--- config.mk ---
export PLATFORM = sky130hd
export DESIGN_NAME = decode_stage_flat
export DESIGN_NICKNAME = d
export VERILOG_FILES = /design/src/rtl/decoder_pkg.sv /design/src/rtl/decode_stage_if.sv /design/src/rtl/instr_classify.sv /design/src/rtl/decode_stage.sv /design/src/flat_wrapper.sv
export SDC_FILE = /design/constraint.sdc
export NUM_CORES = 1
export LEC_CHECK = 0
export BUFFER_PORTS_ARGS = -buffer_cell sky130_fd_sc_hd__buf_2
export CAP_MARGIN = 20
export CORE_ASPECT_RATIO = 0.9
export CORE_MARGIN = 1
export CORE_UTILIZATION = 53
export DETAILED_ROUTE_END_ITERATION = 12
export PLACE_DENSITY = 0.89
export SYNTH_ARGS = -nofsm -noshare
export SYNTH_HDL_FRONTEND = slang
export SYNTH_SLANG_ARGS = --single-unit
--- constraint.sdc ---
create_clock -name clk -period 2.9 [get_ports clk]
set_clock_uncertainty 0.05 [all_clocks]
set_input_delay 0.145 -clock clk [delete_from_list [all_inputs] [get_ports clk]]
set_output_delay 0.145 -clock clk [all_outputs]
set_load 0.05 [all_outputs]
--- src/rtl/decoder_pkg.sv ---
// Shared types and match patterns for the registered instruction decode stage.
package decoder_pkg;

   localparam int unsigned INSTR_W   = 9;
   localparam int unsigned IMM_CHUNK = 4;

   // Result classes; PFX is internal only and never presented on the output.
   typedef enum logic [2:0] {
      CLS_R3  = 3'd0,
      CLS_BR  = 3'd1,
      CLS_JMP = 3'd2,
      CLS_R2  = 3'd3,
      CLS_R1  = 3'd4,
      CLS_IMM = 3'd5,
      CLS_ILL = 3'd6,
      CLS_PFX = 3'd7
   } instr_class_t;

   // Listed in match priority order; earlier patterns shadow later ones.
   localparam logic [INSTR_W-1:0] PAT_R3  = 9'b00???????;
   localparam logic [INSTR_W-1:0] PAT_BR  = 9'b0111?????;
   localparam logic [INSTR_W-1:0] PAT_JMP = 9'b10000????;
   localparam logic [INSTR_W-1:0] PAT_R2  = 9'b01???????;
   localparam logic [INSTR_W-1:0] PAT_R1  = 9'b100??????;
   localparam logic [INSTR_W-1:0] PAT_IMM = 9'b101??????;
   localparam logic [INSTR_W-1:0] PAT_PFX = 9'b110??????;

endpackage

--- src/rtl/decode_stage_if.sv ---
// Fetch-side and register-read-side handshake bundle of the decode stage.
interface decode_stage_if
   import decoder_pkg::*;
#(
   parameter int unsigned REG_W = 4,
   parameter int unsigned IMM_W = 8
);
   logic                 in_valid;
   logic                 in_ready;
   logic [INSTR_W-1:0]   instr;
   logic                 out_valid;
   logic                 out_ready;
   instr_class_t         out_class;
   logic [REG_W-1:0]     out_reg0;
   logic [REG_W-1:0]     out_reg1;
   logic [IMM_W-1:0]     out_imm;
   logic                 out_use_imm;
   logic                 out_pfx_err;

   modport slave (
      input  in_valid, instr, out_ready,
      output in_ready, out_valid, out_class, out_reg0, out_reg1,
             out_imm, out_use_imm, out_pfx_err
   );

   modport master (
      output in_valid, instr, out_ready,
      input  in_ready, out_valid, out_class, out_reg0, out_reg1,
             out_imm, out_use_imm, out_pfx_err
   );
endinterface

--- src/rtl/instr_classify.sv ---
// Combinational field decoder: class, raw register indices and 4-bit immediate.
module instr_classify
   import decoder_pkg::*;
(
   input  logic [INSTR_W-1:0] instr_i,
   output instr_class_t       class_o,
   output logic [2:0]         reg0_o,
   output logic [2:0]         reg1_o,
   output logic [3:0]         imm4_o,
   output logic               use_imm_o
);

   always_comb begin
      class_o   = CLS_ILL;
      reg0_o    = 3'd0;
      reg1_o    = 3'd0;
      imm4_o    = 4'd0;
      use_imm_o = 1'b0;
      if (instr_i ==? PAT_R3) begin
         class_o = CLS_R3;
         reg0_o  = instr_i[5:3];
         reg1_o  = instr_i[2:0];
      end else if (instr_i ==? PAT_BR) begin
         class_o   = CLS_BR;
         imm4_o    = instr_i[3:0];
         use_imm_o = 1'b1;
      end else if (instr_i ==? PAT_JMP) begin
         class_o   = CLS_JMP;
         imm4_o    = instr_i[3:0];
         use_imm_o = 1'b1;
      end else if (instr_i ==? PAT_R2) begin
         class_o = CLS_R2;
         reg0_o  = {1'b0, instr_i[3:2]};
         reg1_o  = {1'b0, instr_i[1:0]};
      end else if (instr_i ==? PAT_R1) begin
         class_o = CLS_R1;
         reg1_o  = {1'b0, instr_i[3:2]};
      end else if (instr_i ==? PAT_IMM) begin
         class_o   = CLS_IMM;
         imm4_o    = instr_i[3:0];
         use_imm_o = 1'b1;
      end else if (instr_i ==? PAT_PFX) begin
         class_o = CLS_PFX;
         imm4_o  = instr_i[3:0];
      end
   end

endmodule

--- src/rtl/decode_stage.sv ---
// Registered decode stage with immediate-extension prefixes, backpressure and flush.
// Define DECODE_STAGE_SIGN_EXT_EN to sign-extend BR immediates.
module decode_stage
   import decoder_pkg::*;
#(
   parameter int unsigned REG_W = 4,
   parameter int unsigned IMM_W = 8
)(
   input  logic          clk,
   input  logic          reset_n,
   input  logic          flush,
   decode_stage_if.slave bus
);

   localparam int unsigned N_CHUNK = IMM_W / IMM_CHUNK;
   localparam int unsigned PFX_MAX = N_CHUNK - 1;
   localparam int unsigned PEND_W  = (IMM_W > IMM_CHUNK) ? IMM_W - IMM_CHUNK : 1;
   localparam int unsigned CNT_W   = (PFX_MAX > 0) ? $clog2(PFX_MAX + 1) : 1;

   instr_class_t       cls_c;
   logic [2:0]         raw_reg0_c, raw_reg1_c;
   logic [3:0]         imm4_c;
   logic               use_imm_c;

   logic               valid_q, valid_d;
   instr_class_t       class_q, class_d;
   logic [REG_W-1:0]   reg0_q, reg0_d, reg1_q, reg1_d;
   logic [IMM_W-1:0]   imm_q, imm_d;
   logic               use_imm_q, use_imm_d;
   logic               pfx_err_q, pfx_err_d;
   logic [PEND_W-1:0]  pend_q, pend_d;
   logic [CNT_W-1:0]   cnt_q, cnt_d;
   logic               err_q, err_d;

   logic               in_ready_c, accept_c, fill_c;
   logic [IMM_W-1:0]   imm_full_c, imm_ext_c;

   instr_classify u_classify (
      .instr_i   (bus.instr),
      .class_o   (cls_c),
      .reg0_o    (raw_reg0_c),
      .reg1_o    (raw_reg1_c),
      .imm4_o    (imm4_c),
      .use_imm_o (use_imm_c)
   );

   assign in_ready_c = !flush && (!valid_q || bus.out_ready);
   assign accept_c   = bus.in_valid && in_ready_c;
   assign imm_full_c = IMM_W'({pend_q, imm4_c});

   // Keep only the chunks covered by pending prefixes; above that fill with the extension bit.
   always_comb begin
`ifdef DECODE_STAGE_SIGN_EXT_EN
      logic sign_c;
      sign_c = 1'b0;
      for (int c = 0; c < int'(N_CHUNK); c++) begin
         if (CNT_W'(c) == cnt_q) sign_c = imm_full_c[c*IMM_CHUNK + IMM_CHUNK - 1];
      end
      fill_c = (cls_c == CLS_BR) && sign_c;
`else
      fill_c = 1'b0;
`endif
      imm_ext_c = '0;
      for (int c = 0; c < int'(N_CHUNK); c++) begin
         if (CNT_W'(c) <= cnt_q) imm_ext_c[c*IMM_CHUNK +: IMM_CHUNK] = imm_full_c[c*IMM_CHUNK +: IMM_CHUNK];
         else                    imm_ext_c[c*IMM_CHUNK +: IMM_CHUNK] = {IMM_CHUNK{fill_c}};
      end
   end

   always_comb begin
      valid_d   = valid_q;
      class_d   = class_q;
      reg0_d    = reg0_q;
      reg1_d    = reg1_q;
      imm_d     = imm_q;
      use_imm_d = use_imm_q;
      pfx_err_d = pfx_err_q;
      pend_d    = pend_q;
      cnt_d     = cnt_q;
      err_d     = err_q;
      if (flush) begin
         valid_d = 1'b0;
         pend_d  = '0;
         cnt_d   = '0;
         err_d   = 1'b0;
      end else if (accept_c) begin
         if (cls_c == CLS_PFX) begin
            valid_d = 1'b0;
            pend_d  = PEND_W'({pend_q, imm4_c});
            if (cnt_q == CNT_W'(PFX_MAX)) err_d = 1'b1;
            else                          cnt_d = cnt_q + CNT_W'(1);
         end else begin
            valid_d   = 1'b1;
            class_d   = cls_c;
            reg0_d    = REG_W'(raw_reg0_c);
            reg1_d    = REG_W'(raw_reg1_c);
            use_imm_d = use_imm_c;
            imm_d     = use_imm_c ? imm_ext_c : '0;
            pfx_err_d = err_q || (!use_imm_c && (cnt_q != '0));
            pend_d    = '0;
            cnt_d     = '0;
            err_d     = 1'b0;
         end
      end else if (valid_q && bus.out_ready) begin
         valid_d = 1'b0;
      end
   end

   always_ff @(posedge clk) begin
      if (!reset_n) begin
         valid_q   <= 1'b0;
         class_q   <= CLS_R3;
         reg0_q    <= '0;
         reg1_q    <= '0;
         imm_q     <= '0;
         use_imm_q <= 1'b0;
         pfx_err_q <= 1'b0;
         pend_q    <= '0;
         cnt_q     <= '0;
         err_q     <= 1'b0;
      end else begin
         valid_q   <= valid_d;
         class_q   <= class_d;
         reg0_q    <= reg0_d;
         reg1_q    <= reg1_d;
         imm_q     <= imm_d;
         use_imm_q <= use_imm_d;
         pfx_err_q <= pfx_err_d;
         pend_q    <= pend_d;
         cnt_q     <= cnt_d;
         err_q     <= err_d;
      end
   end

   assign bus.in_ready    = in_ready_c;
   assign bus.out_valid   = valid_q;
   assign bus.out_class   = class_q;
   assign bus.out_reg0    = reg0_q;
   assign bus.out_reg1    = reg1_q;
   assign bus.out_imm     = imm_q;
   assign bus.out_use_imm = use_imm_q;
   assign bus.out_pfx_err = pfx_err_q;

endmodule

--- src/flat_wrapper.sv ---
// flat-port wrapper written by rule: the top's interface ports become plain ports
module decode_stage_flat import decoder_pkg::*;
#(
   parameter int unsigned REG_W = 4,
   parameter int unsigned IMM_W = 8
)
  (clk, reset_n, flush, bus_in_valid, bus_instr, bus_out_ready, bus_in_ready, bus_out_valid, bus_out_class, bus_out_reg0, bus_out_reg1, bus_out_imm, bus_out_use_imm, bus_out_pfx_err);
  decode_stage_if #(.REG_W(REG_W), .IMM_W(IMM_W)) bus_i ();
  input  logic clk;
  input  logic reset_n;
  input  logic flush;
  input wire logic [$bits(bus_i.in_valid)-1:0] bus_in_valid;
  input wire logic [$bits(bus_i.instr)-1:0] bus_instr;
  input wire logic [$bits(bus_i.out_ready)-1:0] bus_out_ready;
  output wire logic [$bits(bus_i.in_ready)-1:0] bus_in_ready;
  output wire logic [$bits(bus_i.out_valid)-1:0] bus_out_valid;
  output wire logic [$bits(bus_i.out_class)-1:0] bus_out_class;
  output wire logic [$bits(bus_i.out_reg0)-1:0] bus_out_reg0;
  output wire logic [$bits(bus_i.out_reg1)-1:0] bus_out_reg1;
  output wire logic [$bits(bus_i.out_imm)-1:0] bus_out_imm;
  output wire logic [$bits(bus_i.out_use_imm)-1:0] bus_out_use_imm;
  output wire logic [$bits(bus_i.out_pfx_err)-1:0] bus_out_pfx_err;
  assign bus_i.in_valid = bus_in_valid;
  assign bus_i.instr = bus_instr;
  assign bus_i.out_ready = bus_out_ready;
  assign bus_in_ready = bus_i.in_ready;
  assign bus_out_valid = bus_i.out_valid;
  assign bus_out_class = bus_i.out_class;
  assign bus_out_reg0 = bus_i.out_reg0;
  assign bus_out_reg1 = bus_i.out_reg1;
  assign bus_out_imm = bus_i.out_imm;
  assign bus_out_use_imm = bus_i.out_use_imm;
  assign bus_out_pfx_err = bus_i.out_pfx_err;
  decode_stage #(.REG_W(REG_W), .IMM_W(IMM_W)) u_core (.clk(clk), .reset_n(reset_n), .flush(flush), .bus(bus_i));
endmodule
==> Word-level counts from Yosys, hierarchy flattened <==
Cells that the tools add are included.
{ "classes": {"n_eq_ne": 8, "n_addsub": 1, "magnitude_cmp": 2, "bitwise_logic": 3, "reduce_logical": 14, "n_mux": 40} }
{ "ops": {"columns": ["op", "count"], "rows": [
  ["$mux W4", 10],
  ["$mux W3", 7],
  ["$mux W2", 8],
  ["$mux W1", 14],
  ["$eq A3 B3 Y1 const B", 4],
  ["$mux W8", 1],
  ["$eq A5 B5 Y1 const B", 1],
  ["$eq A4 B3 Y1 const B", 1],
  ["$logic_and A1 B1 Y1", 4],
  ["$logic_not A1 Y1", 3],
  ["$not A1 Y1", 3],
  ["$reduce_and A3 Y1", 1],
  ["$eq A2 B1 Y1 const B", 1],
  ["$le A1 B1 Y1 const A", 2],
  ["$logic_not A2 Y1", 1],
  ["$logic_or A1 B1 Y1", 2],
  ["$ne A2 B1 Y1 const B", 1],
  ["$reduce_and A2 Y1", 1],
  ["$reduce_bool A2 Y1", 1],
  ["$reduce_or A2 Y1", 1],
  ["$add A1 B1 Y1 const B", 1]
]} }
{ "totals": {"out_inout_bits": 23, "in_bits": 14, "register_bits": 26, "wordCells": 78} }

==> Longest topological paths before layout <==
Gate-level depths: netlist of run 1.
{ "logic_depth": {"depth_word": 11, "depth_mapped": 5} }

==> Hierarchy <==
A second synthesis of run 1 with hierarchy kept.
{ "hier_totals": {"hier_cells": 152, "hier_area_um2": 1323.8} }
{ "by_module_without_submodules": {"columns": ["module", "seq_area_each_um2", "area_per_inst_um2", "instances", "cells_per_inst"], "rows": [
  ["decode_stage", 520.5, 1091.0, 1, 118],
  ["instr_classify", 0.0, 232.7, 1, 34]
]} }

==> Worst setup path before layout of run 1 <==
Ideal clock, no wire load.
{ "synth_path": {"path_type": "register to output", "start": "register u_core.valid_q (netlist: u_core.bus.out_valid)", "end": "output port bus_in_ready", "required_ns": 2.705, "slack_ns": 1.348, "t_arrival_ns": 1.357, "path_stages_with_launch": 3, "path_cell_list": "dfxtp_1 > nor2b_1 > nor2_1"} }
{ "synth_between": {"elab_chain_len": 3} }
{ "synth_rtl": {"columns": ["element", "line_no", "rtl"], "rows": [
  ["start: declaration", "decode_stage.sv:25", "logic valid_q, valid_d;"],
  ["start signal: assignment", "decode_stage.sv:122", "valid_q <= valid_d;"],
  ["$logic_not A1 Y1", "decode_stage.sv:47", "assign in_ready_c = !flush && (!valid_q || bus.out_ready);"],
  ["$logic_or A1 B1 Y1", "decode_stage.sv:47", null],
  ["$logic_and A1 B1 Y1", "decode_stage.sv:47", null],
  ["end: declaration", "flat_wrapper.sv:15", "output wire logic [$bits(bus_i.in_ready)-1:0] bus_in_ready;"]
]} }
No other way between the ends.

==> Final worst setup path of run 1 <==
{ "layout_path": {"start": "register u_core.valid_q (netlist: u_core.bus.out_valid)", "end": "register u_core.imm_q[7] (netlist: u_core.bus.out_imm[7])"} }
{ "layout_between": {"elab_chain_len": 5} }
{ "layout_rtl": {"columns": ["element", "line_no", "rtl"], "rows": [
  ["$logic_not A1 Y1", "decode_stage.sv:47", null],
  ["$logic_or A1 B1 Y1", "decode_stage.sv:47", null],
  ["$logic_and A1 B1 Y1", "decode_stage.sv:47", null],
  ["$logic_and A1 B1 Y1", "decode_stage.sv:48", "assign accept_c = bus.in_valid && in_ready_c;"],
  ["$reduce_and A3 Y1 (no line)", null, null],
  ["end signal: assignment", "decode_stage.sv:126", "imm_q <= imm_d;"],
  ["end: declaration", "decode_stage.sv:28", "logic [IMM_W-1:0] imm_q, imm_d;"]
]} }
No other way between the ends.
A chain may end at the register's enable or synchronous reset.

==> results.yml, run 1 <==
setup_path:
  crit_path_start: "u_core.bus.out_valid"
  crit_type: "reg -> reg"
  required_ps: 3080
  reg2reg_from: "u_core.bus.out_valid"
  cp-start-kind: "register"
  r2r_end: "u_core.bus.out_imm[7]"
  worstSetupEndpointType: "register"
  crit_path_max_fanout: 13
  reg2reg_depth: 4
  reg2reg_setup_slack_ps: 1310
  worstPathArrival_ps: 1770
yosys:
  synthTopCellsByArea: "dfxtp_1, a32o_1, a21oi_1"
  synthesis.area_um2: 1150
  synth_cell_types: 38
  synth_edf_count: 0
  ys_seq_area_frac: 0.451
  async_flop_share: 0
  synthCells: 125
  ys_warn_count: 0
  postSynthAreaPerCell_um2: 9.23
  synth_top_area_frac: 0.451
  synth-seq-cells: 26
  yosysTopAreaCell: "dfxtp_1"
  synthFlopType: "dfxtp_1"
job:
  drv_cap: 0
timing:
  max_clock_freq_ghz: 0.630
  setup_violations: 0
  tns_ps: 0
  drv_slew: 0
  rsz0062_at_grt: "false"
  tightest_slew_ps: 564
  period_needed_ps: 1590
  slew-limit-headroom: 0.621
  period_share: 0.547
  hold_slack_ps: 17.1
  hold_viol: 0
floorplanning:
  initial_core_util: 0.580
  io_pins: 37
  rows: 15
  fp.dieArea_um2: 2370
  core_um2: 1990
  die_h_um: 46.3
  die_w_um: 51.2
pwr:
  switching_share: 0.269
  p_leak_uw: 0.000606
  max-vdd-ir-drop_uv: 355
  power.internal_uw: 538
  pwr-share-seq: 0.502
  p_sw_uw: 198
  clockPowerShare: 0.341
  p_per_area_nw_per_um2: 540
  share_comb_of_total_power: 0.157
outcome:
  status: "finished, final reports clean"
finish:
  nFillCells: 162
  final_common_cell: "buf_2"
  fin_area_um2: 1360
  antenna_cells: 0
  regArea_um2: 520
  drive_gt1_frac: 0.276
  multi_input_area_um2: 579
  final_cell_mix: "buf_2, dfxtp_1, nor2_1, nand2_1, a21oi_1"
  nNetsFinal: 171
  area_growth_syn_to_layout_pct: 18.0
grt:
  antenna_found_initial: 0
  grt_pass1_wl_um: 4320
  grt_usage: 0.248
  grt_pass1_vias: 958
  grt_max_degree: 17
  grt_overflow: 0
hold_path:
  whs_endpoint: "u_core.bus.out_imm[1]"
  worstHoldStart: "bus_instr[1]"
  hp-class: "in -> reg"
  hold_depth: 2
drt:
  drt_iter0_drc: 36
  drc: 0
  vias_per_cell: 5.96
  ant_nets: 0
  drt_pre_antenna_iters: 4
  postRouteWirelength_um: 2690
  vias: 1079
  wire_per_inst_um: 14.9
cts:
  cts_root_buffer: "clkbuf_4"
  clockBufferDepth: 2
  clk_pin_slew_ps: 140
  cts_num_sinks: 26
  htree_levels: 1
  insertion_delay_ps: 320
  cts_buffers: 3
  cts_tree: "built"
  ctsHoldBuffers: 0
  post_cts_buffers: 0
  post_cts_resized: 0
placement:
  place_congestion: 0.846
  portBuffers: 34
  dp.final_hpwl_um: 1870
  dpl_cell_area_um2: 1310
## registers in the layout, summed over array words and instances (netlist names)
register	count
u_core.bus.out_class	3
u_core.bus.out_pfx_err	1
u_core.cnt_q	1
u_core.bus.out_valid	1
u_core.err_q	1
u_core.bus.out_reg0	3
u_core.bus.out_use_imm	1
u_core.pend_q	4
u_core.bus.out_imm	8
u_core.bus.out_reg1	3
## metrics by stage
stage                      util  instances  total power, µW  setup WS [ps]
after detailed placement  0.658        177              490           1270
after global placement    0.658        177              487           1360
after floorplan               -        126              463           1350
final                     0.684        181              736           1310
after global routing      0.684        181              761           1210
after CTS                 0.684        181              734           1320
## worst max path at each step
stage                       endpoint  slack, ps
6_report       u_core.bus.out_imm[7]       1310
5_1_grt        u_core.bus.out_imm[7]       1210
4_1_cts        u_core.bus.out_imm[6]       1320
3_5_place_dp   u_core.bus.out_imm[6]       1270
3_3_place_gp   u_core.bus.out_imm[5]       1360
2_1_floorplan           bus_in_ready       1350
## cells by family (layout without fill, tap and decap cells)
group	Yosys count	count (layout)	synth area share
AOI/OAI and AO/OA	39	39	0.253
buffers and inverters	10	40	0.0499
DFF	26	26	0.451
muxes	1	1	0.00976
other	1	2	0.00325
and+or+nand+nor	48	48	0.233
## Yosys cell counts, types with 2 or more instances
cell type	n
nand3_1	4
nor2_1	10
buf_4	2
o41ai_1	2
inv_1	2
o22ai_1	2
o21ai_0	4
and3_1	2
a22o_1	4
a21oi_1	9
nor2b_1	7
dfxtp_1	26
a22oi_1	4
a32o_1	6
nand2_1	10
nor3_1	2
nand2b_1	4
a21boi_0	2
buf_2	3
a31oi_1	2
## layout make-up
class | instances | share of cell area
well taps | 25 | 0.0230
clock buffers | 3 | 0.0165
multi-input cells | 90 | 0.426
flip-flops and latches | 26 | 0.382
repair buffers | 34 | 0.125
inverters | 2 | 0.00551
clock inverters | 1 | 0.0221
## routing by layer
metal,up-vias,track usage,wire length (µm)
li1,519,-,-
met1,498,0.325,1280
met2,54,0.405,1190
met3,8,0.0330,155
met4,0,0.122,65
met5,-,0,0
## critical path: stages, from the launching register on
cell,delay (ps)
dfxtp_1,350
nand2b_1,140
nand3_2,270
and2_0,410
a32o_1,270
## power groups by stage
stage | Combinational, µW | Sequential, µW | Clock [µW]
2_1_floorplan | 59.5 | 403 | 0
3_3_place_gp | 111 | 376 | 0
3_5_place_dp | 113 | 377 | 0
4_1_cts | 115 | 369 | 249
5_1_grt | 123 | 371 | 266
6_report | 116 | 369 | 251
(Power assumes the default switching activity.)
==> run 2, diff against run 1 <==
CORE_UTILIZATION = 49   (was 53)
PLACE_DENSITY = 0.83   (was 0.89)
clock period = 1.5 ns   (was 2.9 ns; I/O delays follow)
==> run 2 against run 1 <==
Compared with the run above:
- design area grew 4.6%
- worst hold slack better by 11 ps
- maximum frequency up 14%
- sequential power rose by 93%
- final cell count up 5.0%
- first-iteration DRC count fell by 19%
- flip-flop and latch count did not move
- register-to-register slack got worse by 1200 ps
- utilization down 3.8 points
- clock power increased by 88%
==> results.yml, run 2 (synthesized netlist as in run 1, its figures left out) <==
cts:
  htree_levels: 1
  clockBufferDepth: 2
  insertion_delay_ps: 320
  cts_num_sinks: 26
  post_cts_buffers: 0
  cts_tree: "built"
  cts_root_buffer: "clkbuf_4"
  clk_pin_slew_ps: 140
  cts_buffers: 3
setup_path:
  max_stage_delay_ps: 340
  worstPathArrival_ps: 1630
  worstSetupEndpointType: "register"
  cp_cell_sequence: "nand2b_1 > nand3_2 > buf_4 > nor3b_1 > a32o_1"
  crit_path_max_fanout: 5
  required_ps: 1730
  reg2reg_setup_slack_ps: 100
  crit_slowest_cell: "dfxtp_1"
  cp-start-kind: "register"
  crit_type: "reg -> reg"
timing:
  period_needed_ps: 1400
  hold_viol: 0
  drv_slew: 0
  hold_slack_ps: 27.8
  rsz0062_at_grt: "false"
  max_clock_freq_ghz: 0.716
  tns_ps: 0
  period_share: 0.931
  setup_violations: 0
finish:
  largest_reg_flops: 8
  nFillCells: 192
  area_growth_syn_to_layout_pct: 23.4
  antenna_cells: 0
  nNetsFinal: 178
  final_cell_mix: "buf_2, dfxtp_1, nor2_1, nand2_1, a21oi_1"
  drive_gt1_frac: 0.288
  final_util: 0.647
  layoutNonFillerInstCount: 190
  final_common_cell: "buf_2"
grt:
  grt_overflow: 0
  grt_pass1_vias: 956
  grt_busiest_layer: "met2"
  grt_max_degree: 17
  grtUsageMet2: 0.403
  use_met3: 0.0603
  antenna_found_initial: 0
  grt_pass1_wl_um: 4260
  grt_usage: 0.235
  use_met1: 0.292
drt:
  vias: 1086
  drt_iter0_drc: 29
  drc: 0
  vias_per_cell: 5.72
  postRouteWirelength_um: 2760
  ant_nets: 0
  wire_per_inst_um: 14.5
  drt_pre_antenna_iters: 4
floorplanning:
  die_w_um: 53.1
  rows: 16
  die_h_um: 48.0
  initial_core_util: 0.524
  fp.dieArea_um2: 2550
  io_pins: 37
  core_um2: 2200
hold_path:
  hp-class: "in -> reg"
pwr:
  max-vdd-ir-drop_uv: 822
  p_leak_uw: 0.000638
  p_per_area_nw_per_um2: 1000
outcome:
  status: "finished, final reports clean"
placement:
  dp.final_hpwl_um: 1990
  portBuffers: 34
  place_inst: 183
  place_congestion: 0.846
job:
  drv_cap: 0
[run 2: cell count changes in the layout (fill, tap and decap cells not counted)]
| cell | change |
|---|---|
| and2_0 | -1 |
| and2_1 | +1 |
| buf_4 | +4 |
| dlygate4sd3_1 | +3 |
[run 2: stage by stage]
| stage | power [µW] | worst slack (ps) | area (µm²) |
|---|---|---|---|
| after floorplan | 894 | 18.3 | 1160 |
| after global placement | 950 | 204 | 1340 |
| after detailed placement | 956 | 134 | 1340 |
| after CTS | 1440 | 68.5 | 1420 |
| after global routing | 1480 | 7.69 | 1420 |
| final | 1420 | 103 | 1420 |
[run 2: worst max-delay path: cells and delay by family (launching register included)]
| family | cells | cell delay [ps] |
|---|---|---|
| AO/OA/AOI/OAI | 1 | 170 |
| AND/OR/NAND/NOR | 3 | 610 |
| buffers and inverters | 1 | 190 |
| flip-flops | 1 | 340 |
[run 2: cell type report]
| class | instances | area (µm²) | area share |
|---|---|---|---|
| timing repair buffer | 41 | 230 | 0.162 |
| clock inverter | 1 | 30.0 | 0.0211 |
| tap | 27 | 33.8 | 0.0237 |
| clock buffer | 3 | 22.5 | 0.0158 |
| multi-input combinational | 90 | 579 | 0.407 |
| sequential | 26 | 520 | 0.366 |
| inverter | 2 | 7.51 | 0.00527 |
[run 2: path summary, 6_finish.rpt]
kind                                              start                      end  cells after the start
worst max-delay path               u_core.bus.out_valid   u_core.bus.out_reg0[1]                      5
worst min-delay path                       bus_instr[3]    u_core.bus.out_imm[3]                      2
worst max register to register     u_core.bus.out_valid   u_core.bus.out_reg0[1]                      5
worst min register to register  u_core.bus.out_class[2]  u_core.bus.out_class[2]                      2
[run 2: layer usage]
metal,share of wire,vias up
met1,0.46,507
li1,-,529
met4,0.017,0
met3,0.064,6
met5,0,-
met2,0.46,44
[run 2: power breakdown]
group / switching [µW] / internal [µW] / total, µW
registers: 7.72 / 706 / 714
clock network: 203 / 270 / 473
logic: 163 / 74.0 / 237
total: 374 / 1050 / 1420
[run 2: repair_timing]
item | in CTS | in global routing
setup endpoints to repair | 0 | 3
hold buffers | 3 | 0
resized for setup | 0 | 1
hold endpoints to repair | 6 | 0
==> run 3, diff against run 2 <==
clock period = 1.43 ns   (was 1.5 ns; I/O delays follow)
==> run 3 against run 2 <==
Compared with the run above:
- power is 6.3% higher
- design area increased by 1.1%
- combinational power increased by 6%
- sequential power up 4.9%
- global-route usage fell by 0.17 points
- wire length unchanged
- critical path type unchanged
- largest power group unchanged
==> results.yml, run 3 (synthesized netlist as in run 1, its figures left out) <==
cts:
  clk_pin_slew_ps: 150
  cts_num_sinks: 26
  cts_tree: "built"
  insertion_delay_ps: 330
  cts_root_buffer: "clkbuf_4"
  htree_levels: 1
  post_cts_buffers: 0
  cts_buffers: 3
  clockBufferDepth: 2
floorplanning:
  core_um2: 2200
  initial_core_util: 0.524
  die_h_um: 48.0
  fp.dieArea_um2: 2550
  rows: 16
  io_pins: 37
  die_w_um: 53.1
timing:
  max_clock_freq_ghz: 0.731
  layout_setup_ws_ps: 62.6
  period_share: 0.956
  drv_slew: 0
  setup_violations: 0
  period_needed_ps: 1370
  rsz0062_at_grt: "true"
  hold_viol: 0
finish:
  drive_gt1_frac: 0.299
  largest_reg_flops: 8
  fin_area_um2: 1440
  area_growth_syn_to_layout_pct: 24.8
  final_cell_mix: "buf_2, dfxtp_1, nor2_1, nand2_1, a21oi_1"
  antenna_cells: 0
  final_common_cell: "buf_2"
  nNetsFinal: 179
hold_path:
  hold_depth: 3
  whs_endpoint: "u_core.bus.out_class[2]"
  worstHoldStart: "bus_instr[8]"
  hp-class: "in -> reg"
grt:
  grt_overflow: 0
  grt_pass1_wl_um: 4230
  antenna_found_initial: 0
  grt_usage: 0.233
  grt_pass1_vias: 907
  grt_max_degree: 17
placement:
  portBuffers: 34
  dpl_cell_area_um2: 1340
  place_congestion: 0.796
  dp.final_hpwl_um: 1910
  dp_slack_ps: 94.5
setup_path:
  r2r_end: "u_core.bus.out_reg1[0]"
  worstSetupEndpointType: "register"
  reg2reg_depth: 4
  reg2reg_setup_slack_ps: 60
  cp_top_family: "compound AO/OA/AOI/OAI gates"
  max_stage_delay_ps: 370
  crit_path_max_fanout: 11
  worstPathArrival_ps: 1560
  cp_cell_sequence: "nand2b_1 > nand3_2 > buf_4 > o41ai_1"
  cp-start-kind: "register"
  reg2reg_from: "u_core.bus.out_valid"
  required_ps: 1620
  crit_buf_inv: 1
  crit_type: "reg -> reg"
  crit_slowest_cell: "o41ai_1"
drt:
  drc: 0
  postRouteWirelength_um: 2760
  wire_per_inst_um: 14.4
  drt_pre_antenna_iters: 4
  drt_iter0_drc: 39
  ant_nets: 0
  vias: 1107
  vias_per_cell: 5.80
pwr:
  p_per_area_nw_per_um2: 1050
  max-vdd-ir-drop_uv: 582
  p_leak_uw: 0.000644
job:
  drv_cap: 0
outcome:
  status: "finished, final reports clean"
run 3: cell types whose count changed in the layout (fill, tap and decap cells not counted), sizes merged:
| cell | previous run | this run |
|---|---|---|
| dlygate4sd3 | 3 | 4 |
run 3: worst min-delay path, stage by stage:
cell and delay, ps:
buf_2 160, nand3_1 90, a21boi_1 60
run 3: routing by layer:
metal | track usage | share of wire
met2 | 0.385 | 0.45
met3 | 0.0349 | 0.071
met5 | 0 | 0
met1 | 0.305 | 0.46
met4 | 0.111 | 0.021
run 3: stage by stage:
| stage | setup TNS [ps] | util | instances | hold WS [ps] | power, µW |
|---|---|---|---|---|---|
| final | 0 | 0.654 | 191 | 31.7 | 1510 |
| after CTS | 0 | 0.652 | 191 | 20.6 | 1510 |
| after detailed placement | 0 | 0.610 | 183 | 298 | 1000 |
| after floorplan | 0 | - | 126 | 154 | 938 |
| after global routing | -14.5 | 0.654 | 191 | 59.5 | 1560 |
| after global placement | 0 | 0.610 | 183 | 284 | 997 |
run 3: worst max path at each step:
stage / slack, ps / startpoint / to / depth (start not counted)
floorplan: 70 / u_core.bus.out_valid / bus_in_ready / 2
global placement: 120 / u_core.bus.out_valid / u_core.bus.out_reg0[1] / 5
detailed placement: 90 / bus_instr[8] / u_core.bus.out_imm[6] / 5
CTS: 50 / u_core.bus.out_valid / u_core.bus.out_imm[6] / 4
global route: -10 / u_core.bus.out_valid / u_core.bus.out_reg1[0] / 4
finish: 60 / u_core.bus.out_valid / u_core.bus.out_reg1[0] / 4
run 3: area by class of cell:
type / instances / area, µm²
clock buffer: 3 / 22.5
clock inverter: 1 / 30.0
fill: 182 / 762
inverter: 2 / 7.51
multi-input combinational: 90 / 584
sequential: 26 / 522
tap: 27 / 33.8
timing repair buffer: 42 / 240
run 3: repair_timing:
action	in CTS	in global routing
setup endpoints to repair	0	11
endpoints found under the hold margin	7	0
gates resized for setup	0	2
hold buffers	4	0
run 3: power breakdown:
part | leakage, µW | internal, µW | switching [µW]
clock network | 0.0000279 | 284 | 230
registers | 0.000211 | 741 | 7.79
logic | 0.000405 | 79.8 | 172
total | 0.000644 | 1100 | 410
